$ cat config.mk
export PLATFORM = sky130hd
export DESIGN_NAME = pipeline_stall_ctrl
export DESIGN_NICKNAME = d
export VERILOG_FILES = /design/src/rtl/pipe_ctrl_pkg.sv /design/src/rtl/stall_perf_counters.sv /design/src/rtl/pipeline_stall_ctrl.sv
export SDC_FILE = /design/constraint.sdc
export NUM_CORES = 1
export LEC_CHECK = 0
export BUFFER_PORTS_ARGS = -buffer_cell sky130_fd_sc_hd__buf_2
export CORE_MARGIN = 5
export CORE_UTILIZATION = 59
export CTS_BUF_LIST = sky130_fd_sc_hd__clkbuf_4
export CTS_CLUSTER_SIZE = 10
export DETAILED_ROUTE_END_ITERATION = 10
export PLACE_DENSITY = 0.81
export SLEW_MARGIN = 25
export SYNTH_ARGS = -nofsm -noshare
export SYNTH_HDL_FRONTEND = slang
export SYNTH_HIERARCHICAL = 1
export SYNTH_SLANG_ARGS = --single-unit
$ cat constraint.sdc
create_clock -name clk -period 2.7 [get_ports clk]
set_input_delay 0.405 -clock clk [delete_from_list [all_inputs] [get_ports clk]]
set_output_delay 0.405 -clock clk [all_outputs]
set_load 0.1 [all_outputs]
$ cat src/rtl/pipe_ctrl_pkg.sv
// rtl/pipe_ctrl_pkg.sv - shared state encoding and constants for the pipeline stall controller
package pipe_ctrl_pkg;

  typedef enum logic [1:0] {
    RUN        = 2'd0,
    LOAD_STALL = 2'd1,
    FLUSH      = 2'd2,
    MEM_WAIT   = 2'd3
  } state_t;

  localparam int CNT_W_DEF = 8;
  localparam int PERF_W    = 32;

  // Saturating increment used by the performance counters.
  function automatic logic [PERF_W-1:0] perf_inc(input logic [PERF_W-1:0] v, input logic en);
    if (en && (v != {PERF_W{1'b1}})) return v + PERF_W'(1);
    return v;
  endfunction

endpackage

$ cat src/rtl/stall_perf_counters.sv
// rtl/stall_perf_counters.sv - saturating stall/flush/mem-wait cycle counters (STALL_PERF_EN only)
module stall_perf_counters
  import pipe_ctrl_pkg::*;
(
  input  logic              clk,
  input  logic              rst_n,
  input  logic              perf_clr,
  input  logic              load_evt,
  input  logic              flush_evt,
  input  logic              wait_evt,
  output logic [PERF_W-1:0] perf_load_stalls,
  output logic [PERF_W-1:0] perf_flush_cycles,
  output logic [PERF_W-1:0] perf_mem_wait_cycles
);

  logic [PERF_W-1:0] load_q, load_d;
  logic [PERF_W-1:0] flush_q, flush_d;
  logic [PERF_W-1:0] wait_q, wait_d;

  // Next counts: a clear wins over any increment in the same cycle.
  always_comb begin
    load_d  = perf_inc(load_q, load_evt);
    flush_d = perf_inc(flush_q, flush_evt);
    wait_d  = perf_inc(wait_q, wait_evt);
    if (perf_clr) begin
      load_d  = '0;
      flush_d = '0;
      wait_d  = '0;
    end
  end

  // Counter registers.
  always_ff @(posedge clk or negedge rst_n) begin
    if (!rst_n) begin
      load_q  <= '0;
      flush_q <= '0;
      wait_q  <= '0;
    end else begin
      load_q  <= load_d;
      flush_q <= flush_d;
      wait_q  <= wait_d;
    end
  end

  assign perf_load_stalls     = load_q;
  assign perf_flush_cycles    = flush_q;
  assign perf_mem_wait_cycles = wait_q;

endmodule

$ cat src/rtl/pipeline_stall_ctrl.sv
// rtl/pipeline_stall_ctrl.sv - stall/flush/freeze sequencer for a 5-stage pipeline; STALL_PERF_EN adds perf counters
module pipeline_stall_ctrl
  import pipe_ctrl_pkg::*;
#(
  parameter int BRANCH_PENALTY = 1,
  parameter int MEM_TIMEOUT    = 64,
  parameter int CNT_W          = CNT_W_DEF
) (
  input  logic clk,
  input  logic rst_n,
  input  logic hazard_req,
  input  logic branch_taken_ex,
  input  logic mem_busy,
  output logic pc_write,
  output logic ifid_write,
  output logic ifid_flush,
  output logic idex_bubble,
  output logic exmem_hold,
  output logic stall_active,
  output logic wait_timeout
`ifdef STALL_PERF_EN
  ,
  input  logic              perf_clr,
  output logic [PERF_W-1:0] perf_load_stalls,
  output logic [PERF_W-1:0] perf_flush_cycles,
  output logic [PERF_W-1:0] perf_mem_wait_cycles
`endif
);

  localparam logic [CNT_W-1:0] ONE_V     = CNT_W'(1);
  localparam logic [CNT_W-1:0] PEN_V     = CNT_W'(BRANCH_PENALTY - 1);
  localparam logic [CNT_W-1:0] TIMEOUT_V = CNT_W'(MEM_TIMEOUT);

  state_t           state_q, state_d;
  logic [CNT_W-1:0] cnt_q, cnt_d;
  logic             wait_timeout_q, wait_timeout_d;

  // Next state and pipeline controls; a busy data memory freezes from any state,
  // otherwise RUN resolves branch over hazard and the other states play out their sequence.
  always_comb begin
    state_d        = state_q;
    cnt_d          = cnt_q;
    wait_timeout_d = wait_timeout_q;
    pc_write       = 1'b1;
    ifid_write     = 1'b1;
    ifid_flush     = 1'b0;
    idex_bubble    = 1'b0;
    exmem_hold     = 1'b0;
    if (mem_busy) begin
      pc_write   = 1'b0;
      ifid_write = 1'b0;
      exmem_hold = 1'b1;
      state_d    = MEM_WAIT;
      if (state_q == MEM_WAIT) begin
        cnt_d = (cnt_q == {CNT_W{1'b1}}) ? cnt_q : cnt_q + ONE_V;
      end else begin
        cnt_d = ONE_V;
      end
      if (cnt_d == TIMEOUT_V) wait_timeout_d = 1'b1;
    end else begin
      unique case (state_q)
        RUN: begin
          if (branch_taken_ex) begin
            ifid_flush  = 1'b1;
            idex_bubble = 1'b1;
            if (BRANCH_PENALTY > 1) begin
              state_d = FLUSH;
              cnt_d   = PEN_V;
            end
          end else if (hazard_req) begin
            pc_write    = 1'b0;
            ifid_write  = 1'b0;
            idex_bubble = 1'b1;
            state_d     = LOAD_STALL;
          end
        end
        LOAD_STALL: state_d = RUN;
        FLUSH: begin
          ifid_flush  = 1'b1;
          idex_bubble = 1'b1;
          if (cnt_q <= ONE_V) begin
            state_d = RUN;
            cnt_d   = '0;
          end else begin
            cnt_d = cnt_q - ONE_V;
          end
        end
        MEM_WAIT: begin
          state_d = RUN;
          cnt_d   = '0;
        end
        default: begin
          state_d = RUN;
          cnt_d   = '0;
        end
      endcase
    end
  end

  // State, counter and sticky timeout registers.
  always_ff @(posedge clk or negedge rst_n) begin
    if (!rst_n) begin
      state_q        <= RUN;
      cnt_q          <= '0;
      wait_timeout_q <= 1'b0;
    end else begin
      state_q        <= state_d;
      cnt_q          <= cnt_d;
      wait_timeout_q <= wait_timeout_d;
    end
  end

  assign stall_active = ~pc_write | ifid_flush | exmem_hold;
  assign wait_timeout = wait_timeout_q;

`ifdef STALL_PERF_EN
  logic load_evt;
  assign load_evt = (state_q == RUN) & ~mem_busy & ~branch_taken_ex & hazard_req;

  stall_perf_counters u_perf (
    .clk                  (clk),
    .rst_n                (rst_n),
    .perf_clr             (perf_clr),
    .load_evt             (load_evt),
    .flush_evt            (ifid_flush),
    .wait_evt             (exmem_hold),
    .perf_load_stalls     (perf_load_stalls),
    .perf_flush_cycles    (perf_flush_cycles),
    .perf_mem_wait_cycles (perf_mem_wait_cycles)
  );
`endif

endmodule
-- Word level (Yosys, flattened, before mapping)
Index checks and enable logic that the tools add are counted.
- register bits: 11
- bits in latches: 0
- memory bits (writable): 0
- ROM bits: 0
- input bits: 5
- output and inout bits: 7
- memories kept: 0
- $add $sub $neg: 2
- multipliers: 0
- div/mod/pow operators: 0
- $lt $le $gt $ge: 1
- equal/unequal tests: 8
- shift-type cells: 0
- muxes and demuxes: 23
- bitwise operators: 3
- reduce and logical (&&, ||, !) cells: 5
- operator list (operator ; count):
    two-way mux 8 bit ; 5
    one-hot mux 8 bit (2 select lines) ; 1
    two-way mux 1 bit ; 10
    != test 3 bit (second input constant) ; 3
    adder 8 x 1 -> 8 bit (second input constant) ; 1
    equality test 8 x 7 -> 1 bit (second input constant) ; 1
    equality test 8 bit (second input constant) ; 1
    less-or-equal comparator 8 x 1 -> 1 bit (second input constant) ; 1
    two-way mux 2 bit ; 4
    subtractor 8 x 1 -> 8 bit (second input constant) ; 1
    one-hot mux 2 bit (3 select lines) ; 1
    equality test 2 bit (second input constant) ; 2
    one-hot mux 1 bit (2 select lines) ; 2
    AND reduction 3 bit ; 1
    nonzero test 3 bit ; 1
    equality test 2 x 1 -> 1 bit (second input constant) ; 1
    zero test 2 bit ; 1
    OR 1 bit ; 2
    AND reduction 2 bit ; 1
    OR reduction 2 bit ; 1
    NOT 1 bit ; 1

-- Depth between registers and ports, before layout
Gate-level depths: netlist (run 1).
- word-level depth: 7
- mapped depth: 7
- depth with buffers taken out: 6

-- Worst setup path before layout (run 1)
OpenSTA, ideal clock, no wires.
- path type: input to output
- start point: in mem_busy
- end point: out stall_active
- data arrival time: 3646 ps
- required time: 2295 ps
- path slack: -1351 ps
- stages: 3
- buffers on the path: 1
- cells stage by stage: clkbuf_1 > nor3_1 > nand2b_1
- elaborated cells between the ends (all ways): 6
- RTL lines (item ; line ; RTL):
    start: declaration ; pipeline_stall_ctrl.sv:13 ; input logic mem_busy,
    two-way mux 1 bit ; pipeline_stall_ctrl.sv:49 ; if (mem_busy) begin
    net ifid_flush ; pipeline_stall_ctrl.sv:16 ; output logic ifid_flush,
    OR 1 bit (2 in a row) ; pipeline_stall_ctrl.sv:113 ; assign stall_active = ~pc_write | ifid_flush | exmem_hold;
    end: declaration ; pipeline_stall_ctrl.sv:19 ; output logic stall_active,
The timed path passes the listed nets, and every way through them passes these cells.

-- Worst setup path in the final report (run 1)
- start point: reg cnt_q[5]
- end point: reg cnt_q[5]
- longest elaborated chain between the ends: 5
- elaborated cells between the ends (all ways): 10
- RTL lines (item ; line ; RTL):
    start: declaration ; pipeline_stall_ctrl.sv:35 ; logic [CNT_W-1:0] cnt_q, cnt_d;
    start signal: assignment ; pipeline_stall_ctrl.sv:108 ; cnt_q <= cnt_d;
    adder 8 x 1 -> 8 bit or equality test 8 bit (tied branches) ; pipeline_stall_ctrl.sv:55 ; cnt_d = (cnt_q == {CNT_W{1'b1}}) ? cnt_q : cnt_q + ONE_V;
    two-way mux 8 bit ; pipeline_stall_ctrl.sv:55 ;
    two-way mux 8 bit ; pipeline_stall_ctrl.sv:54 ; if (state_q == MEM_WAIT) begin
    two-way mux 8 bit ; pipeline_stall_ctrl.sv:49 ;
    two-way mux 8 bit * ; pipeline_stall_ctrl.sv:49 ;
Every way passes the cells marked *; elsewhere a longest branch is shown, timed or not. The select of a mux whose other input is x is not followed.
A chain may end at the register's enable or synchronous reset.

==> results of run 1 <==
==> worst max-delay path by stage <==
stage                                      start                    to  slack, ns
after floorplan           state_q[1]$_DFFE_PN0P_          stall_active      -0.35
after global placement      cnt_q[5]$_DFFE_PN0P_  cnt_q[5]$_DFFE_PN0P_       0.53
after detailed placement    cnt_q[5]$_DFFE_PN0P_  cnt_q[5]$_DFFE_PN0P_       0.49
after CTS                   cnt_q[5]$_DFFE_PN0P_  cnt_q[5]$_DFFE_PN0P_       0.47
after global routing        cnt_q[5]$_DFFE_PN0P_  cnt_q[5]$_DFFE_PN0P_       0.34
final                       cnt_q[5]$_DFFE_PN0P_  cnt_q[5]$_DFFE_PN0P_       0.45
==> power groups by stage <==
stage | Clock, mW | Sequential, mW | Combinational [mW]
detailed placement | 0 | 0.361 | 0.589
global route | 0.142 | 0.379 | 0.664
floorplan | 0 | 0.287 | 0.591
global placement | 0 | 0.355 | 0.570
CTS | 0.132 | 0.357 | 0.596
finish | 0.128 | 0.363 | 0.600
==> registers in the layout, summed over array words and instances, names as in the netlist <==
register / count
wait_timeout: 1
cnt_q: 8
state_q: 2
==> critical path, delay by kind of cell (launching register included) <==
family	cells	cell delay, ns
compound gates	3	1.02
flops	1	0.51
simple gates	1	0.60
==> cell usage after synthesis (all sizes together) (4+ instances only) <==
cell type	instances	share of area, %
dfrtp	11	28
nor2	11	4.2
o21ai	9	5.0
clkbuf	7	2.7
inv	6	2.3
nand2	6	2.3
nor3	6	3.1
a21oi	5	2.6
buf	5	4.3
nand3	5	2.6
or3	5	3.2
a221o	4	4.1
==> final cells by class <==
cell class	instances	area share, %
sequential	11	26.2
inverter	6	2.15
clock buffer	4	2.86
timing repair buffer	12	6.20
multi-input combinational	92	60.7
tap	16	1.91
==> through the flow <==
| step | power (mW) | instance area [sq um] | util [%] | worst slack [ns] |
|---|---|---|---|---|
| 2_1_floorplan | 0.878 | 1000 | - | -0.355 |
| 3_5_place_dp | 0.950 | 1010 | 65.5 | 0.489 |
| 4_1_cts | 1.08 | 1050 | 68.1 | 0.475 |
| 5_1_grt | 1.19 | 1050 | 68.1 | 0.341 |
| 6_report | 1.09 | 1050 | 68.1 | 0.446 |
| 3_3_place_gp | 0.925 | 1010 | 65.5 | 0.533 |
==> kinds of logic (layout without fill, tap and decap cells) <==
family | count (synthesis) | in the layout | synth area share [%]
simple gates | 50 | 50 | 27.3
compound gates | 38 | 38 | 30.6
xor+xnor | 1 | 1 | 0.893
buf+inv | 18 | 22 | 9.31
fa+ha+maj | 3 | 3 | 3.83
flops | 11 | 11 | 28.1
==> routing by layer <==
metal / part of all wire (%) / GRT usage (%) / vias up
met3: 11 / 5.92 / 4
met1: 44 / 29.2 / 459
met2: 44 / 30.4 / 56
met4: 1.0 / 8.51 / 0
met5: 0 / 0 / -
li1: - / - / 470
==> flow_metrics.py, run 1 <==
metrics = {
    "detailed_routing": {
        "vias": 989,
        "wire_per_inst_um": 17.4,
        "ant_nets": 0,
        "route.detailed.vias_per_inst": 7.01,
        "drt_first_pass_iters": 4,
        "wirelength_um": 2460,
        "drc": 0,
        "drt_iter0_markers": 55,
    },
    "yosys": {
        "ys.flop_type": "dfrtp_1",
        "synth.distinct_cells": 40,
        "yosysWarnings": 6,
        "syn-num-nets": 129,
        "syn_area_per_cell_sq_um": 8.11,
        "synth-seq-cells": 11,
        "async_flop_share_pct": 100,
        "ys_seq_area_share_pct": 28.1,
        "synth_area_sq_um": 981,
        "syn_inst": 121,
        "synth-edff-count": 0,
    },
    "floorplan": {
        "die-area_sq_um": 2580,
        "die_w_um": 50.8,
        "die_height_um": 50.8,
        "pin_count": 12,
        "core_region_area_sq_um": 1540,
        "row_count": 14,
        "start_util_pct": 63.6,
    },
    "timing": {
        "finalSetupViolations": 0,
        "post-route-min-period_ns": 2.25,
        "min_period_over_period_pct": 83.5,
        "drv_slew": 0,
        "setup-tns-final_ns": 0,
        "relSlewSlack_pct": 66.0,
        "holdWs_ns": 0.430,
        "grt_setup_unrepaired": "false",
        "clock.fmax_mhz": 444,
        "finalClockSkew_ns": 0.00168,
        "tightest_slew_ns": 0.508,
        "hold_viol": 0,
    },
    "critical_path": {
        "required_ns": 2.86,
        "cp_data_arrival_time_ns": 2.42,
        "cp_slowest_stage_delay_ns": 0.60,
        "path_class": "register to register",
        "cp-end-kind": "register",
        "reg2reg_slack_ns": 0.45,
        "rr_startpoint": "cnt_q[5]$_DFFE_PN0P_",
        "r2r_end": "cnt_q[5]$_DFFE_PN0P_",
        "r2r_cells": 4,
        "crit_path_max_fanout": 14,
        "cp-start-kind": "register",
        "path_cells": "or4_4 -> o311ai_4 -> o21ai_0 -> a221o_1",
        "slowest_stage": "or4_4",
    },
    "grt": {
        "grt_pass1_wl_um": 4180,
        "grt_usage_pct": 21.0,
        "grt_max_degree": 15,
        "grt.overflow.total": 0,
        "antenna_found_initial": 0,
        "first_global_vias": 896,
    },
    "layout": {
        "area_delta_synth_final_pct": 7.02,
        "multi_input_area_sq_um": 637,
        "final-instance-count-excl-fill": 141,
        "fillers": 128,
        "antenna_cells": 0,
        "drive_gt1_share_pct": 20.0,
        "final_cell_mix": "nor2_1, dfrtp_1, buf_2",
        "fin_nets": 134,
        "regArea_sq_um": 275,
    },
    "cts": {
        "clock-sinks": 11,
        "clock_path_buffers": 2,
        "cts_buffers": 3,
        "htree_levels": 1,
        "cts.clk_slew.worst_paths_ns": 0.07,
        "cts_tree": "built",
        "hold_buffers": 1,
        "clockRootBuffer": "clkbuf_4",
        "clkLatencyLatePin_ns": 0.27,
        "cts_setup_buffers": 0,
        "postCtsResizedCells": 0,
    },
    "power": {
        "irDropWorstVdd_mv": 0.583,
        "powerDensity_nw_per_um2": 1040,
        "seq_power_share_pct": 33.3,
        "clkPwrFrac_pct": 11.7,
        "combPwrFrac_pct": 55.0,
        "switching_share_pct": 51.4,
        "p_sw_mw": 0.560,
        "internal_power_mw": 0.531,
        "p_leak_nw": 0.462,
    },
    "placed_design": {
        "place_congestion": 0.910,
        "dp.cells": 136,
        "port_buffers": 11,
        "dp_hpwl_um": 1810,
    },
    "hold_path": {
        "hold_depth": 3,
        "hold_end": "state_q[0]$_DFFE_PN0P_",
        "hold_class": "input pin to register",
        "hp-start": "hazard_req",
    },
    "status": {
        "status": "complete, no violations",
    },
    "flow_run": {
        "maxCapViolCount": 0,
    },
}
No activity file was read; power rests on OpenSTA's default activity.
==> run 2, diff against run 1 <==
- ABC_AREA: default -> 1
- CORE_UTILIZATION: 59 -> 54
- PLACE_DENSITY: 0.81 -> 0.77
- clock period: 2.7 -> 1.87 ns (I/O delays scaled with it)
==> flow_metrics.py, run 2 <==
metrics = {
    "status": {
        "status": "complete, no violations",
    },
    "placed_design": {
        "place_congestion": 0.910,
        "dp.cells": 197,
        "dp_hpwl_um": 2020,
        "dp_slack_ns": 0.247,
        "port_buffers": 11,
        "dpl_cell_area_sq_um": 1140,
    },
    "detailed_routing": {
        "drc": 0,
        "wire_per_inst_um": 12.4,
        "drt_first_pass_iters": 4,
        "wirelength_um": 2510,
        "vias": 1071,
        "ant_nets": 0,
        "drt_iter0_markers": 26,
        "route.detailed.vias_per_inst": 5.30,
    },
    "layout": {
        "largest_register": "cnt_q",
        "fin_util_pct": 60.8,
        "largest_reg_flops": 8,
        "fillers": 187,
        "antenna_cells": 0,
        "drive_gt1_share_pct": 21.1,
        "area_delta_synth_final_pct": 9.01,
        "final-instance-count-excl-fill": 202,
        "layout_commonest_cell": "nand2_1",
        "fin_nets": 184,
        "final_cell_mix": "nand2_1, inv_1, nor2_1",
        "fin_area_sq_um": 1180,
    },
    "power": {
        "irDropWorstVdd_mv": 0.913,
        "powerDensity_nw_per_um2": 1370,
        "p_leak_nw": 0.625,
    },
    "floorplan": {
        "die_height_um": 54.8,
        "pin_count": 12,
        "start_util_pct": 55.8,
        "core_region_area_sq_um": 1940,
        "die-area_sq_um": 3000,
        "die_w_um": 54.8,
        "row_count": 16,
    },
    "timing": {
        "finalSetupViolations": 0,
        "holdWs_ns": 0.298,
        "setup_slack_ns": 0.108,
        "clock.fmax_mhz": 567,
        "hold_viol": 0,
        "grt_setup_unrepaired": "false",
        "tightest_slew_ns": 0.492,
        "post-route-min-period_ns": 1.76,
        "min_period_over_period_pct": 94.2,
        "finalClockSkew_ns": 0.000865,
        "relSlewSlack_pct": 67.4,
        "drv_slew": 0,
    },
    "yosys": {
        "yosysWarnings": 6,
        "synth_area_leaders": "dfrtp_1, nand2_1, nand3_1",
        "yosysTopAreaCellShare_pct": 25.4,
        "synth_top_cell_by_area": "dfrtp_1",
        "ys_seq_area_share_pct": 25.4,
        "synth-seq-cells": 11,
        "syn_area_per_cell_sq_um": 6.57,
        "synth_most_common_cell": "nand2_1",
        "async_flop_share_pct": 100,
        "syn_inst": 165,
        "syn-num-nets": 173,
        "synth.distinct_cells": 26,
        "synth-edff-count": 0,
        "ys_top_cells_by_count": "nand2_1, inv_1, nor2_1",
        "synth_area_sq_um": 1080,
        "ys.flop_type": "dfrtp_1",
    },
    "cts": {
        "clock-sinks": 11,
        "clock_path_buffers": 2,
        "cts_setup_buffers": 0,
        "cts_buffers": 3,
        "clockRootBuffer": "clkbuf_4",
        "htree_levels": 1,
        "clkLatencyLatePin_ns": 0.27,
        "postCtsResizedCells": 0,
        "cts.clk_slew.worst_paths_ns": 0.08,
        "cts_tree": "built",
    },
    "critical_path": {
        "rr_startpoint": "cnt_q[0]$_DFFE_PN0P_",
        "r2r_end": "cnt_q[2]$_DFFE_PN0P_",
        "cp_data_arrival_time_ns": 1.48,
        "required_ns": 1.59,
        "cp-start-kind": "register",
        "crit_path_max_fanout": 5,
        "path_class": "register to output pin",
        "r2r_cells": 9,
        "cp-end-kind": "output pin",
        "reg2reg_slack_ns": 0.24,
    },
    "grt": {
        "antenna_found_initial": 0,
        "grt_usage_pct": 20.3,
        "grt_max_degree": 13,
        "grt_pass1_wl_um": 4270,
        "first_global_vias": 962,
        "grt.overflow.total": 0,
    },
    "hold_path": {
        "hp-start": "hazard_req",
        "hold_depth": 3,
        "hold_end": "state_q[0]$_DFFE_PN0P_",
        "hold_class": "input pin to register",
    },
    "flow_run": {
        "maxCapViolCount": 0,
    },
}
## run 2: cell count changes in the layout (fill, tap and decap cells not counted), sizes merged, moves of 4 or more
| cell | before | now |
|---|---|---|
| nor3 | 6 | 0 |
| nand2 | 6 | 51 |
| nor2 | 11 | 25 |
| nand3 | 5 | 17 |
| or3 | 5 | 0 |
| inv | 6 | 22 |
| a221o | 4 | 0 |
## run 2: metal layers
metal | wire [um] | GRT usage (%) | vias to the layer above
met5 | 0 | 0 | -
met4 | 53 | 10.8 | 0
met3 | 140 | 3.54 | 6
met2 | 1240 | 30.9 | 34
met1 | 1080 | 26.9 | 494
li1 | - | - | 537
## run 2: kinds of logic after synthesis
logic type	after synthesis	synth area share (%)
fa+ha+maj	3	3.46
buf+inv	29	13.2
simple gates	97	43.1
compound gates	21	11.7
flops	11	25.4
xor+xnor	4	3.23
## run 2: area by class of cell
| class | instances | area [sq um] | share of cell area, % |
|---|---|---|---|
| tap | 27 | 33.8 | 2.86 |
| timing repair buffer | 12 | 80.1 | 6.78 |
| clock buffer | 4 | 30.0 | 2.54 |
| sequential | 11 | 275 | 23.3 |
| inverter | 23 | 86.3 | 7.31 |
| multi-input combinational | 125 | 676 | 57.2 |
## run 2: how the worst max path moves through the flow
stage | end | startpoint
floorplan | stall_active | state_q[0]$_DFFE_PN0P_
global placement | cnt_q[5]$_DFFE_PN0P_ | cnt_q[0]$_DFFE_PN0P_
detailed placement | cnt_q[2]$_DFFE_PN0P_ | cnt_q[0]$_DFFE_PN0P_
CTS | idex_bubble | state_q[0]$_DFFE_PN0P_
global route | ifid_flush | state_q[0]$_DFFE_PN0P_
finish | idex_bubble | state_q[0]$_DFFE_PN0P_
## run 2: repair_timing
| item | CTS | global route |
|---|---|---|
| endpoints found under the setup margin | 0 | 0 |
| hold endpoints to repair | 11 | 0 |
| hold buffers | 1 | 0 |
## run 2: worst max-delay path, stage by stage (launching register included)
cell     delay [ns]
dfrtp_1        0.43
nor2_1         0.13
inv_1          0.08
a31oi_2        0.13
buf_2          0.44
## run 2: per-stage QoR
stage                     power [mW]  TNS (ns)
after detailed placement        1.43         0
after global routing            1.78         0
after CTS                       1.63         0
after floorplan                 1.29    -0.413
after global placement          1.41         0
final                           1.62         0
## run 2: where the power goes
| group | internal, mW | leakage (nW) | switching, mW | total (mW) |
|---|---|---|---|---|
| clock network | 0.0972 | 0.0184 | 0.0911 | 0.188 |
| logic | 0.329 | 0.470 | 0.614 | 0.943 |
| registers | 0.317 | 0.137 | 0.170 | 0.486 |
==> run 3, diff against run 2 <==
- clock period: 1.87 -> 1.5 ns (I/O delays scaled with it)
==> flow_metrics.py, run 3 (synthesis gave the netlist of run 2 again) <==
metrics = {
    "hold_path": {
        "hold_end": "cnt_q[0]$_DFFE_PN0P_",
        "hp-start": "mem_busy",
        "hold_class": "input pin to register",
        "hold_depth": 3,
    },
    "layout": {
        "area_delta_synth_final_pct": 41.3,
        "largest_reg_flops": 8,
        "fin_area_sq_um": 1530,
        "drive_gt1_share_pct": 44.3,
        "largest_register": "cnt_q",
        "antenna_cells": 0,
        "fin_nets": 201,
        "layout_commonest_cell": "nand2_1",
        "final_cell_mix": "nand2_1, nor2_1, inv_1",
    },
    "timing": {
        "clock.fmax_mhz": 635,
        "setup_slack_ns": -0.0758,
        "grt_setup_unrepaired": "true",
        "hold_viol": 0,
        "min_period_over_period_pct": 105,
        "relSlewSlack_pct": 67.8,
        "drv_slew": 0,
        "finalSetupViolations": 9,
        "setup-tns-final_ns": -0.341,
        "post-route-min-period_ns": 1.58,
        "finalClockSkew_ns": 0.0105,
        "tightest_slew_ns": 0.486,
    },
    "cts": {
        "clock-sinks": 11,
        "clock_path_buffers": 2,
        "cts_buffers": 3,
        "htree_levels": 1,
        "clkLatencyLatePin_ns": 0.29,
        "cts_tree": "built",
        "cts.clk_slew.worst_paths_ns": 0.08,
        "clockRootBuffer": "clkbuf_4",
    },
    "power": {
        "p_sw_mw": 1.49,
        "powerDensity_nw_per_um2": 1840,
        "p_leak_nw": 0.744,
        "clkPwrFrac_pct": 8.6,
        "internal_power_mw": 1.32,
        "irDropWorstVdd_mv": 1.00,
        "seq_power_share_pct": 20.7,
        "power_mw": 2.81,
        "switching_share_pct": 52.9,
        "combPwrFrac_pct": 70.7,
    },
    "placed_design": {
        "dpl_cell_area_sq_um": 1280,
        "dp_hpwl_um": 2210,
        "port_buffers": 11,
        "place_congestion": 0.949,
    },
    "critical_path": {
        "cp-end-kind": "register",
        "cp_slowest_stage_delay_ns": 0.44,
        "reg2reg_slack_ns": -0.08,
        "cp-start-kind": "register",
        "rr_startpoint": "cnt_q[0]$_DFFE_PN0P_",
        "path_cells": "inv_2 -> ha_4 -> o21ai_4 -> nor2_4 -> nor2_4 -> buf_6 -> nand2_2 -> o21ai_2 -> nand2_1 -> o21ai_2",
        "slowest_stage": "dfrtp_2",
        "path_class": "register to register",
        "required_ns": 1.72,
        "r2r_end": "cnt_q[2]$_DFFE_PN0P_",
        "cp_data_arrival_time_ns": 1.79,
        "r2r_cells": 10,
        "crit_path_max_fanout": 4,
    },
    "floorplan": {
        "die-area_sq_um": 3000,
        "core_region_area_sq_um": 1940,
        "row_count": 16,
        "die_w_um": 54.8,
        "pin_count": 12,
        "die_height_um": 54.8,
        "start_util_pct": 55.8,
    },
    "detailed_routing": {
        "drt_first_pass_iters": 4,
        "ant_nets": 0,
        "route.detailed.vias_per_inst": 5.64,
        "drt_iter0_markers": 60,
        "vias": 1236,
        "wirelength_um": 3520,
        "drc": 0,
        "wire_per_inst_um": 16.1,
    },
    "status": {
        "status": "complete, but fails checks",
        "violations": "negative setup slack",
    },
    "grt": {
        "grt_usage_pct": 23.0,
        "antenna_found_initial": 0,
        "grt_pass1_wl_um": 4820,
        "first_global_vias": 1103,
        "grt.overflow.total": 0,
        "grt_max_degree": 13,
    },
    "flow_run": {
        "maxCapViolCount": 0,
    },
}
## run 3: cell count changes in the layout (fill, tap and decap cells not counted), moves of 4 or more
cell and change:
inv_1 -5, nand3_2 +4, buf_4 +13, buf_12 +4, inv_2 +4, nand3_1 -4
nand2_1 -6, buf_2 -4, nand2_2 +6, buf_6 +4, nor2_1 -4
## run 3: worst max-delay path, delay by kind of cell (launching register included)
kind                     cells  cell delay (ns)
AND/OR/NAND/NOR              4             0.37
buffers and inverters        2             0.21
adder cells (fa/ha/maj)      1             0.18
flip-flops                   1             0.44
AO/OA/AOI/OAI                3             0.29
## run 3: power groups by stage
stage / registers, mW / logic [mW] / clock network, mW
floorplan: 0.484 / 1.14 / 0
global placement: 0.562 / 1.36 / 0
detailed placement: 0.568 / 1.39 / 0
CTS: 0.565 / 1.44 / 0.248
global route: 0.590 / 2.13 / 0.264
finish: 0.582 / 1.99 / 0.243
## run 3: layer usage
layer / wire length [um] / global-route usage (%) / share of wire (%) / vias to the layer above
li1: - / - / - / 574
met1: 1270 / 27.3 / 36 / 550
met2: 1760 / 39.2 / 50 / 83
met3: 229 / 4.36 / 6.5 / 29
met4: 261 / 10.8 / 7.4 / 0
met5: 0 / 0 / 0 / -
## run 3: worst max-delay path by stage
stage / endpoint / depth (start not counted) / from
after floorplan: stall_active / 4 / state_q[0]$_DFFE_PN0P_
after global placement: cnt_q[3]$_DFFE_PN0P_ / 9 / cnt_q[1]$_DFFE_PN0P_
after detailed placement: cnt_q[3]$_DFFE_PN0P_ / 9 / cnt_q[1]$_DFFE_PN0P_
after CTS: pc_write / 5 / state_q[1]$_DFFE_PN0P_
after global routing: cnt_q[2]$_DFFE_PN0P_ / 10 / cnt_q[0]$_DFFE_PN0P_
final: cnt_q[2]$_DFFE_PN0P_ / 10 / cnt_q[0]$_DFFE_PN0P_
## run 3: what timing repair did
item	4_1_cts	5_1_grt
buffers inserted	2	7
pin swaps	2	9
endpoints found under the hold margin	11	0
endpoints found under the setup margin	10	14
hold buffers	1	0
resized for setup	4	36
## run 3: final cells by class
cell class / instances / area [sq um]
Timing Repair Buffer: 29 / 283
Multi-Input combinational cell: 125 / 816
Sequential cell: 11 / 279
Inverter: 23 / 90.1
Tap cell: 27 / 33.8
Clock buffer: 4 / 30.0
Fill cell: 132 / 410
## run 3: stage by stage
step | setup WS (ns) | std cells | hold slack (ns) | utilization (%)
2_1_floorplan | -0.275 | 165 | -0.0706 | -
6_report | -0.0758 | 219 | 0.255 | 78.9
3_5_place_dp | -0.0325 | 205 | 0.119 | 65.8
5_1_grt | -0.149 | 219 | 0.277 | 78.9
3_3_place_gp | -0.00805 | 205 | 0.113 | 65.8
4_1_cts | -0.0621 | 212 | 0.241 | 69.3
